<file path="config.mk">
export PLATFORM = sky130hd
export DESIGN_NAME = match_controller
export DESIGN_NICKNAME = d
export VERILOG_FILES = /design/src/rtl/match_controller.sv
export SDC_FILE = /design/constraint.sdc
export NUM_CORES = 1
export LEC_CHECK = 0
export CAP_MARGIN = 20
export CORE_AREA = 2 2 58 66
export DETAILED_ROUTE_END_ITERATION = 10
export DIE_AREA = 0 0 60 68
export GPL_TIMING_DRIVEN = 0
export PLACE_DENSITY = 0.84
export SYNTH_ARGS = -nofsm -noshare
export SYNTH_HDL_FRONTEND = slang
export SYNTH_SLANG_ARGS = --single-unit
</file>
<file path="constraint.sdc">
create_clock -name clk -period 3.89 [get_ports clk]
set_input_delay 0.389 -clock clk [delete_from_list [all_inputs] [get_ports clk]]
set_output_delay 0.389 -clock clk [all_outputs]
set_load 0.005 [all_outputs]
</file>
<file path="src/rtl/match_controller.sv">
// Best-of-N match sequencer: pre-round countdown, round timer, KO/timeout judging,
// round scoring and match-over. All outputs are registered.

module match_controller #(
  parameter int ROUNDS_TO_WIN = 2,
  parameter int ROUND_TIME    = 99,
  parameter int TICKS_PER_SEC = 60,
  parameter int COUNTDOWN_SEC = 3,
  parameter int KO_HOLD_SEC   = 2
) (
  input  logic       clk,
  input  logic       rst,
  input  logic       tick,
  input  logic       start_btn,
  input  logic [3:0] p1_health,
  input  logic [3:0] p2_health,
  output logic       freeze,
  output logic       round_reset,
  output logic [2:0] phase,
  output logic [6:0] timer,
  output logic [1:0] countdown,
  output logic [1:0] p1_wins,
  output logic [1:0] p2_wins,
  output logic [2:0] round_num,
  output logic [1:0] winstate
);

  typedef enum logic [2:0] {
    PH_IDLE       = 3'd0,
    PH_COUNTDOWN  = 3'd1,
    PH_FIGHT      = 3'd2,
    PH_ROUND_END  = 3'd3,
    PH_MATCH_OVER = 3'd4
  } phase_t;

  localparam int TICK_W = (TICKS_PER_SEC > 1) ? $clog2(TICKS_PER_SEC) : 1;
  localparam int HOLD_W = (KO_HOLD_SEC > 1) ? $clog2(KO_HOLD_SEC) : 1;
  localparam logic [TICK_W-1:0] TICK_LAST   = TICK_W'(TICKS_PER_SEC - 1);
  localparam logic [HOLD_W-1:0] HOLD_LAST   = HOLD_W'(KO_HOLD_SEC - 1);
  localparam logic [1:0]        WINS_TARGET = 2'(ROUNDS_TO_WIN);
  localparam logic [6:0]        TIMER_INIT  = 7'(ROUND_TIME);
  localparam logic [1:0]        COUNT_INIT  = 2'(COUNTDOWN_SEC);

  phase_t            state_q, state_d;
  logic [TICK_W-1:0] tick_cnt_q, tick_cnt_d;
  logic [HOLD_W-1:0] hold_cnt_q, hold_cnt_d;
  logic              start_q;
  logic              start_rise, sec_pulse, entering;
  logic              p1_ko, p2_ko, p1_point, p2_point;
  logic              freeze_d, round_reset_d;
  logic [6:0]        timer_d;
  logic [1:0]        countdown_d, p1_wins_d, p2_wins_d, winstate_d;
  logic [2:0]        round_num_d;

  assign phase      = state_q;
  assign start_rise = start_btn & ~start_q;
  assign sec_pulse  = tick && (tick_cnt_q == TICK_LAST);
  assign p1_ko      = (p1_health == 4'd0);
  assign p2_ko      = (p2_health == 4'd0);

  always_comb begin
    state_d     = state_q;
    hold_cnt_d  = hold_cnt_q;
    timer_d     = timer;
    countdown_d = countdown;
    p1_wins_d   = p1_wins;
    p2_wins_d   = p2_wins;
    round_num_d = round_num;
    winstate_d  = winstate;
    p1_point    = 1'b0;
    p2_point    = 1'b0;

    case (state_q)
      PH_IDLE: begin
        if (start_rise) state_d = PH_COUNTDOWN;
      end
      PH_COUNTDOWN: begin
        if (sec_pulse) begin
          if (countdown != 2'd0) countdown_d = countdown - 2'd1;
          if (countdown <= 2'd1) state_d = PH_FIGHT;
        end
      end
      PH_FIGHT: begin
        if (sec_pulse && timer != 7'd0) timer_d = timer - 7'd1;
        // KO outranks the clock; a double KO is a draw
        if (p1_ko && p2_ko) begin
          state_d = PH_ROUND_END;
        end else if (p1_ko) begin
          state_d  = PH_ROUND_END;
          p2_point = 1'b1;
        end else if (p2_ko) begin
          state_d  = PH_ROUND_END;
          p1_point = 1'b1;
        end else if (sec_pulse && timer <= 7'd1) begin
          state_d  = PH_ROUND_END;
          p1_point = (p1_health > p2_health);
          p2_point = (p2_health > p1_health);
        end
        if (state_d == PH_ROUND_END) begin
          if (p1_point && p1_wins != 2'd3) p1_wins_d = p1_wins + 2'd1;
          if (p2_point && p2_wins != 2'd3) p2_wins_d = p2_wins + 2'd1;
          if (round_num != 3'd7) round_num_d = round_num + 3'd1;
        end
      end
      PH_ROUND_END: begin
        if (sec_pulse) begin
          if (hold_cnt_q == HOLD_LAST)
            state_d = (p1_wins == WINS_TARGET || p2_wins == WINS_TARGET) ? PH_MATCH_OVER : PH_COUNTDOWN;
          else
            hold_cnt_d = hold_cnt_q + HOLD_W'(1);
        end
      end
      PH_MATCH_OVER: begin
        if (start_rise) begin
          p1_wins_d   = 2'd0;
          p2_wins_d   = 2'd0;
          round_num_d = 3'd0;
          winstate_d  = 2'b00;
          state_d     = PH_COUNTDOWN;
        end
      end
      default: state_d = PH_IDLE;
    endcase

    entering = (state_d != state_q);
    if (entering) hold_cnt_d = '0;
    if (entering && state_d == PH_COUNTDOWN) begin
      countdown_d = COUNT_INIT;
      timer_d     = TIMER_INIT;
    end
    if (entering && state_d == PH_MATCH_OVER)
      winstate_d = (p1_wins == WINS_TARGET) ? 2'b10 : 2'b01;

    // the second counter restarts on every phase entry so each phase gets whole seconds
    if (entering || sec_pulse) tick_cnt_d = '0;
    else if (tick)             tick_cnt_d = tick_cnt_q + TICK_W'(1);
    else                       tick_cnt_d = tick_cnt_q;

    freeze_d      = (state_d != PH_FIGHT);
    round_reset_d = entering && (state_d == PH_COUNTDOWN);
  end

  // start_q comes out of reset set, so a button already held at reset release is not a press
  always_ff @(posedge clk or negedge rst) begin
    if (!rst) begin
      state_q     <= PH_IDLE;
      tick_cnt_q  <= '0;
      hold_cnt_q  <= '0;
      start_q     <= 1'b1;
      freeze      <= 1'b1;
      round_reset <= 1'b0;
      timer       <= TIMER_INIT;
      countdown   <= 2'd0;
      p1_wins     <= 2'd0;
      p2_wins     <= 2'd0;
      round_num   <= 3'd0;
      winstate    <= 2'b00;
    end else begin
      state_q     <= state_d;
      tick_cnt_q  <= tick_cnt_d;
      hold_cnt_q  <= hold_cnt_d;
      start_q     <= start_btn;
      freeze      <= freeze_d;
      round_reset <= round_reset_d;
      timer       <= timer_d;
      countdown   <= countdown_d;
      p1_wins     <= p1_wins_d;
      p2_wins     <= p2_wins_d;
      round_num   <= round_num_d;
      winstate    <= winstate_d;
    end
  end

endmodule

</file>
==> results summary, run 1 <==
The synthesized area per cell is 10.1 um^2. The max capacitance violation total is 0. The hold violation total from the final report came out at 0. Setup violations remaining at the end of the flow were counted as 0. The quantity of gates resized following cts is 0. The floorplan die area is roughly 0.004 mm^2. The number of buffers created by CTS came out at 5.

The count of different cell masters after synthesis came out at 48. TritonCTS built the clock tree. The busiest metal layer after global routing is met2. The proportion of layout cells with a drive suffix above 1 came out at 14.3%. In this run, the number of DRC markers left after iteration 0 of detailed routing was 33. The termination of the worst setup path is tick_cnt_q[1]$_DFFE_PN0P_. The critical path in this run is classified as register to register. The DRC violation count after routing came out at 0.

The element type at the critical path start is a register. The leakage power figure came out at roughly 1.1 nW. Setup total negative slack on the finished layout was measured at 0 ps.

At the worst endpoint, the required time is 4110 ps. The share of synthesized registers carrying an async set or reset came out at 100%. The net total in the final layout came out at between 200 and 300. The final instance count without filler cells is 273. The largest single stage delay on the critical path is 560 ps. The highest attainable clock frequency is 468 MHz.

Of all nets on the critical path, the largest fanout is 6. The antenna violation net count after detailed routing is 0. After synthesis, the cell types taking the most area are sky130_fd_sc_hd__dfrtp_1 34%, sky130_fd_sc_hd__ha_1 11%, sky130_fd_sc_hd__dfstp_2 8.7%. The buffer levels on the longest clock path is 2. After clock tree synthesis, the clock-pin slew on the worst setup and hold paths is approximately 60 ps. The number of cells on the worst reg-to-reg path is 7. The weighted congestion reported at the end of routability-driven placement is 0.871.

The largest net degree at the start of global routing is 20. The number of global-route vias before repair came out at between 1000 and 1500. Once the floorplan was initialized, standard cells occupied a little over half of the core. Counting buffers and inverters, the worst setup path is 7 cells deep. In the finished design, the share of the clock period the worst path needs comes to 54.9%. The first element of the critical path is timer[1]$_DFFE_PN1P_. At the pin with the least slew margin, the transition time is roughly 690 ps.

The power density of the placed cells is 330 mW/mm^2. In this run the core area contains 23 standard-cell rows. The cell count after placement is 265. The worst setup path is captured at a register. The number of enable-type register cells in the synthesized netlist came out at 0. The count of TritonRoute iterations in the first routing pass came out at 4. The count of boundary I/O pins is 35. The worst hold path belongs to the class primary input to asynchronous set/reset pin. The worst-case clock skew came out at just over 6 ps. The number of clock sinks seen by CTS is 31. The sum of net half-perimeters after detailed placement is 2.73 mm. Global routing consumed, on the met3 layer, 5.67% of the routing resources. Global routing consumed, on the met1 layer, 21.2% of the routing resources. The flop and latch count out of synthesis is 31.

The area share of the leading cell type in the synthesized netlist came out at 34.5%. The number of warnings printed during yosys synthesis is 0. The worst path buffer plus inverter count is 1. For this run, the leading register cell type out of synthesis is sky130_fd_sc_hd__dfrtp_1. The largest delay contributor family on the critical path is compound AO/OA/AOI/OAI gates. The shortest period the worst path allows came out at ~2100 ps.

The root buffer cell chosen for the clock tree is sky130_fd_sc_hd__clkbuf_8. The initial antenna violation count was 0. The wire length reported by the detailed router came out at 3.58 mm. The detailed router placed 1445 vias in this run.

Walking the worst path, the cells encountered are inv_1, ha_1, o2111ai_2, a21oi_2, a211o_2, a211o_1, nor2_1. The number of buffers added for setup after CTS came out at 0. Setup repair after global routing left no endpoint under its margin. Among all cell types in the netlist, the one instantiated most often is sky130_fd_sc_hd__dfrtp_1.

The total chip power is 0.774 mW. The total congestion overflow after global routing is 0. The data arrival time at the worst-slack endpoint came out at 2350 ps. In this run the cell area of the synthesized design comes to between 0.0015 and 0.002 mm^2.

The area added between synthesis and finish came out at 29.2%. The area of the placeable core is 0.00348 mm^2. The flow ran to the end, and the final reports show no timing, DRC or antenna violations. The number of buffers inserted by port buffering came out at 34.

The total nets after synthesis came out at 208. The reg-to-reg setup timing slack came out at 1750 ps. The first global-routing pass estimated roughly 6.0 mm of wire. Summing the sequential cell areas from Yosys gives between 40% and 50% of the chip area. In this run the critical register-to-register path is launched from timer[1]$_DFFE_PN1P_.

The global-route track usage on met2 came out at 36.0%. Clock latency on the worst-skew pair, taken at its later pin, is around 290 ps. The number of buffers inserted by hold repair at cts came out at 0. The die height came out at 68 um. The number of antenna diodes in the final layout is 0. The utilization of the core after routing is 67.3%. Of all cell types, the one taking the most synthesized area is sky130_fd_sc_hd__dfrtp_1. The width of the chip came out at 60 um.

The deepest level of the CTS H-tree is 2. For this design, the slowest cell found on the critical path is sky130_fd_sc_hd__dfstp_2. The worst relative slew slack came out at 53.9%.

Global routing consumed, over all layers together, 19.8% of the routing resources. The final count of pins violating max slew came out at 0. The number of vias per cell after detailed routing is approximately 5.3. The count of mapped cells out of synthesis came out at between 150 and 200. The largest vdd supply drop is 0.212 mV. Ranked by instance count, the synthesized netlist is headed by 25 x sky130_fd_sc_hd__dfrtp_1, 20 x sky130_fd_sc_hd__nand2_1, 19 x sky130_fd_sc_hd__nor2_1, 16 x sky130_fd_sc_hd__ha_1, 14 x sky130_fd_sc_hd__inv_1. The final routed wire length divided by cell count is between 10 and 15 um. The worst register-to-register path ends at tick_cnt_q[1]$_DFFE_PN0P_.
## per-stage QoR
stage                     area [um^2]  hold WS (ps)  worst slack (ps)
after floorplan                  1810          93.4              1950
after global placement           2220           507              1510
after detailed placement         2240           526              1440
after CTS                        2340           527              1720
after global routing             2340           543              1540
final                            2340           521              1750
## state kept, by name (all words and copies together) (netlist names)
name / flops
countdown: 2
freeze: 1
hold_cnt_q: 1
p1_wins: 2
p2_wins: 2
phase: 3
round_num: 3
round_reset: 1
start_q: 1
tick_cnt_q: 6
timer: 7
winstate: 2
## final cells by class
cell class / instances / area [um^2]
Tap cell: 50 / 62.6
Fill cell: 280 / 1140
Inverter: 15 / 56.3
Buffer: 1 / 3.75
Timing Repair Buffer: 35 / 368
Multi-Input combinational cell: 133 / 971
Clock buffer: 8 / 100
Sequential cell: 31 / 783
## placed cells by master (no fill, tap or decap), types with 2 or more instances in the layout
cell,instances
sky130_fd_sc_hd__clkdlybuf4s50_1,34
sky130_fd_sc_hd__dfrtp_1,25
sky130_fd_sc_hd__nand2_1,20
sky130_fd_sc_hd__nor2_1,19
sky130_fd_sc_hd__ha_1,16
sky130_fd_sc_hd__inv_1,14
sky130_fd_sc_hd__o21ai_0,8
sky130_fd_sc_hd__nand3_1,8
sky130_fd_sc_hd__xnor2_1,7
sky130_fd_sc_hd__clkbuf_8,7
sky130_fd_sc_hd__a21oi_1,6
sky130_fd_sc_hd__dfstp_2,6
sky130_fd_sc_hd__xor2_1,5
sky130_fd_sc_hd__mux2i_1,3
sky130_fd_sc_hd__and2_1,2
sky130_fd_sc_hd__clkbuf_1,2
sky130_fd_sc_hd__nor4_1,2
sky130_fd_sc_hd__and3b_1,2
sky130_fd_sc_hd__a21o_2,2
sky130_fd_sc_hd__o211ai_1,2
sky130_fd_sc_hd__a211o_1,2
sky130_fd_sc_hd__a22o_2,2
## worst min-delay path by stage
stage / start / endpoint / slack [ps] / cells past startpoint
after floorplan: rst / countdown[0]$_DFFE_PN0P_ / 90 / 0
after global routing: start_btn / start_q$_DFF_PN1_ / 540 / 1
after global placement: p2_wins[0]$_DFFE_PN0P_ / p2_wins[0]$_DFFE_PN0P_ / 510 / 1
after CTS: start_btn / start_q$_DFF_PN1_ / 530 / 1
final: rst / round_reset$_DFF_PN0_ / 520 / 1
after detailed placement: winstate[1]$_DFFE_PN0P_ / winstate[1]$_DFFE_PN0P_ / 530 / 2
## metal layers
metal | routed length [um] | up-vias
met2 | 1830 | 38
met4 | 61 | 0
met3 | 163 | 8
met5 | 0 | -
li1 | - | 711
met1 | 1520 | 688
## cells by family after synthesis
kind of cell	after synthesis	share of synthesized area, %
AOI/OAI and AO/OA	34	14.8
xor gates and xnor gates	12	5.79
DFF	31	43.2
buffers and inverters	16	3.31
and+or+nand+nor	67	19.4
adders and majority gates	16	11.0
muxes	4	2.48
## power by group
group          internal, mW  total [mW]  switching (mW)
clock network         0.161       0.277           0.115
registers             0.352       0.381          0.0287
logic                0.0618       0.117          0.0552
No activity file was read; power rests on OpenSTA's default activity.
==> run 2: changes to the inputs <==
CORE_AREA = 2 2 63 71   (was 2 2 58 66)
DIE_AREA = 0 0 65 73   (was 0 0 60 68)
PLACE_DENSITY = 0.77   (was 0.84)
clock period = 1.75 ns   (was 3.89 ns; I/O delays follow)
==> results summary, run 2 (same netlist as run 1, synthesis figures left out) <==
Outcome: finished, violations left (was finished clean). The final reports fail on setup timing. The worst-skew pair later-pin latency came out at 290 ps (about the same). The part of the total power dissipated in the clock network came out at 37.4% (was 35.7%).

The wire length reported by the detailed router was 4.36 mm (was 3.58 mm). The highest attainable clock frequency was 524 MHz (was 468 MHz). The number of buffers inserted by port buffering came out at 34 (unchanged). The area added between synthesis and finish is 48.0% (was 29.2%). The overall via count from detail_route came to 1550 (was 1445). The sum of net half-perimeters after detailed placement is 2.68 mm (was 2.73 mm). The proportion of layout cells with a drive suffix above 1 was 34.0% (was 14.3%). The number of global-route vias before repair came out at 1541 (was 1439). The portion of the clock cycle consumed by the worst path in the final layout is 109% (was 54.9%). The final routed wire length divided by cell count is 14.6 um (was 13.1 um). The data arrival time at the worst-slack endpoint came out at 2130 ps (was 2350 ps). The number of buffers created by CTS came out at 5 (unchanged). The antenna violation net count after detailed routing is 0 (unchanged). The startpoint-to-endpoint class of the critical path is register to register (unchanged). The diode insertion count for antenna repair is 0 (unchanged).

The die height is 73 um (was 68 um). The hold violation total from the final report was 0 (unchanged). The total congestion overflow after global routing is 0 (unchanged). The actual transition at the worst max-transition pin came out at 722 ps (was 689 ps). The area of the placeable core came out at 0.00410 mm^2 (was 0.00348 mm^2). The class of the most critical hold timing path is primary input to register (was primary input to asynchronous set/reset pin). The clock transition at the registers of the reported paths came out at 70 ps (was 60 ps). The switching power summed over all nets was 0.501 mW (was 0.199 mW).

The shortest period the worst path allows came out at 1910 ps (was 2140 ps). The count of boundary I/O pins is 35 (unchanged). The DRC violation count after routing is 0 (unchanged). The weighted congestion reported at the end of routability-driven placement came to 0.915 (was 0.871). The largest vdd supply drop is 0.598 mV (was 0.212 mV). The number of setup violations in the final report is 21 (was 0). The final count of pins violating max slew is 0 (unchanged). The number of design-rule violations left by the first detailed-router iteration is 35 (was 33). The switching share of power was 25.5% (was 25.7%). The first-pass GRT wire length was 6.71 mm (was 5.95 mm). Top Registers: timer: 7 flops, tick_cnt_q: 6 flops (unchanged).

The utilization of the core after routing was 65.5% (was 67.3%). The count of TritonRoute iterations in the first routing pass is 4 (unchanged). The largest net degree at the start of global routing is 32 (was 20). The TritonCTS clock tree is yes (unchanged).

The reg-to-reg setup timing slack is -160 ps (was 1750 ps). The element type at the critical path start is a register (unchanged). The register name with the most flops is timer (unchanged). The number of vias per cell after detailed routing is 5.20 (was 5.29).

The power density of the placed cells was 730 mW/mm^2 (was 330 mW/mm^2). The buffer cell driving the clock tree root is sky130_fd_sc_hd__clkbuf_8 (unchanged). The deepest level of the CTS H-tree came to 2 (unchanged). The most frequent standard cell in the layout excluding fill and tap cells is sky130_fd_sc_hd__clkdlybuf4s50_1 (unchanged).

The endpoint kind of the worst setup timing path is a register (unchanged). The share of total power in sequential cells is 42.5% (was 49.2%). The floorplan die area came to 0.00475 mm^2 (was 0.00408 mm^2).

The number of clock sinks seen by CTS is 31 (unchanged). The part of the total power dissipated in combinational logic came out at 20.1% (was 15.1%). The width of the chip came out at 65 um (was 60 um).

The total internal power came out at 1.46 mW (was 0.575 mW). The peak fanout along the critical path came out at 6 (unchanged). Unrepaired setup endpoints after global routing: yes (was no). The number of standard-cell rows in the floorplan came to 25 (was 23). The worst relative slew slack is 51.9% (was 53.9%). Along the worst hold path, the cell count comes to 1. The length in cells of the worst reg-to-reg path came out at 7 (unchanged). The max capacitance violation total was 0 (unchanged). The smallest setup slack after layout was -160 ps (was 1750 ps). The net total in the final layout came out at 271 (was 250). The overall fraction of global-route tracks in use was 18.7% (was 19.8%). The worst-case clock skew came out at 6.22 ps (was 6.09 ps). The initial antenna violation count is 0 (unchanged). The number of flip-flops under the largest register name came out at 7 (unchanged). The leakage power figure is 1.18 nW (was 1.07 nW). Leading cell types in the layout, fill and taps excluded: 33 x sky130_fd_sc_hd__clkdlybuf4s50_1, 23 x sky130_fd_sc_hd__dfrtp_1, 21 x sky130_fd_sc_hd__buf_4 (was 34 x sky130_fd_sc_hd__clkdlybuf4s50_1, 25 x sky130_fd_sc_hd__dfrtp_1, 20 x sky130_fd_sc_hd__nand2_1). The starting utilization of the core area came out at 44.3% (was 52.1%). The fill cell instance count of the final layout came to 331 (was 280). The total chip power is 1.96 mW (was 0.774 mW).

The buffer levels on the longest clock path was 2 (unchanged). The data required time at the worst endpoint was 1970 ps (was 4110 ps).
==> run 2: per-layer routing <==
layer / vias up / global-route usage (%) / wire length [um]
li1: 755 / - / -
met1: 755 / 20.6 / 1820
met2: 31 / 33.9 / 2280
met3: 9 / 4.01 / 160
met4: 0 / 8.98 / 103
met5: - / 0 / 0
==> run 2: metrics by stage <==
step / cell area (um^2) / worst slack, ps / TNS (ps) / hold slack [ps] / instances
6_report: 2690 / -160 / -1830 / 310 / 298
5_1_grt: 2690 / -231 / -3840 / 323 / 298
4_1_cts: 2600 / -157 / -1300 / 309 / 294
3_5_place_dp: 2250 / -437 / -8000 / 274 / 268
3_3_place_gp: 2250 / -431 / -10240 / 512 / 268
2_1_floorplan: 1850 / -29.5 / -270 / -121 / 180
==> run 2: area by class of cell <==
type	count	area, um^2	area share [%]
clock buffers	6	82.6	3.08
clock inverters	2	35.0	1.30
inverters	15	58.8	2.19
multi-input cells	133	1130	42.2
flip-flops and latches	31	786	29.3
well taps	54	67.6	2.52
repair buffers	57	523	19.5
==> run 2: final timing paths <==
path | start | endpoint
worst max-delay path | timer[1]$_DFFE_PN1P_ | tick_cnt_q[1]$_DFFE_PN0P_
min in group asynchronous | rst | p1_wins[0]$_DFFE_PN0P_
max in group asynchronous | rst | timer[2]$_DFFE_PN0P_
worst min-delay path | start_btn | start_q$_DFF_PN1_
worst max register to register | timer[1]$_DFFE_PN1P_ | tick_cnt_q[1]$_DFFE_PN0P_
worst min register to register | round_num[2]$_DFFE_PN0P_ | round_num[2]$_DFFE_PN0P_
==> run 2: worst max-delay path, stage by stage, from the launching register on <==
cell and delay [ps]:
sky130_fd_sc_hd__dfstp_2 550, sky130_fd_sc_hd__inv_2 60, sky130_fd_sc_hd__ha_4 160, sky130_fd_sc_hd__o2111ai_4 230
sky130_fd_sc_hd__a21oi_4 110, sky130_fd_sc_hd__a211o_4 290, sky130_fd_sc_hd__a211o_4 360, sky130_fd_sc_hd__nor2_1 100
==> run 2: timing repair <==
item                       CTS  global route
gates cloned                 0             0
resized for setup           19            14
hold endpoints to repair    25             0
buffers inserted            18             4
setup endpoints to repair   24            26
pin swaps                    7             3
hold buffers                 1             0
==> run 2: power groups by stage <==
stage	logic (mW)	clock network, mW	registers, mW
5_1_grt	0.438	0.778	0.840
3_3_place_gp	0.263	0	0.857
3_5_place_dp	0.270	0	0.861
4_1_cts	0.380	0.749	0.831
6_report	0.394	0.734	0.833
2_1_floorplan	0.171	0	0.848
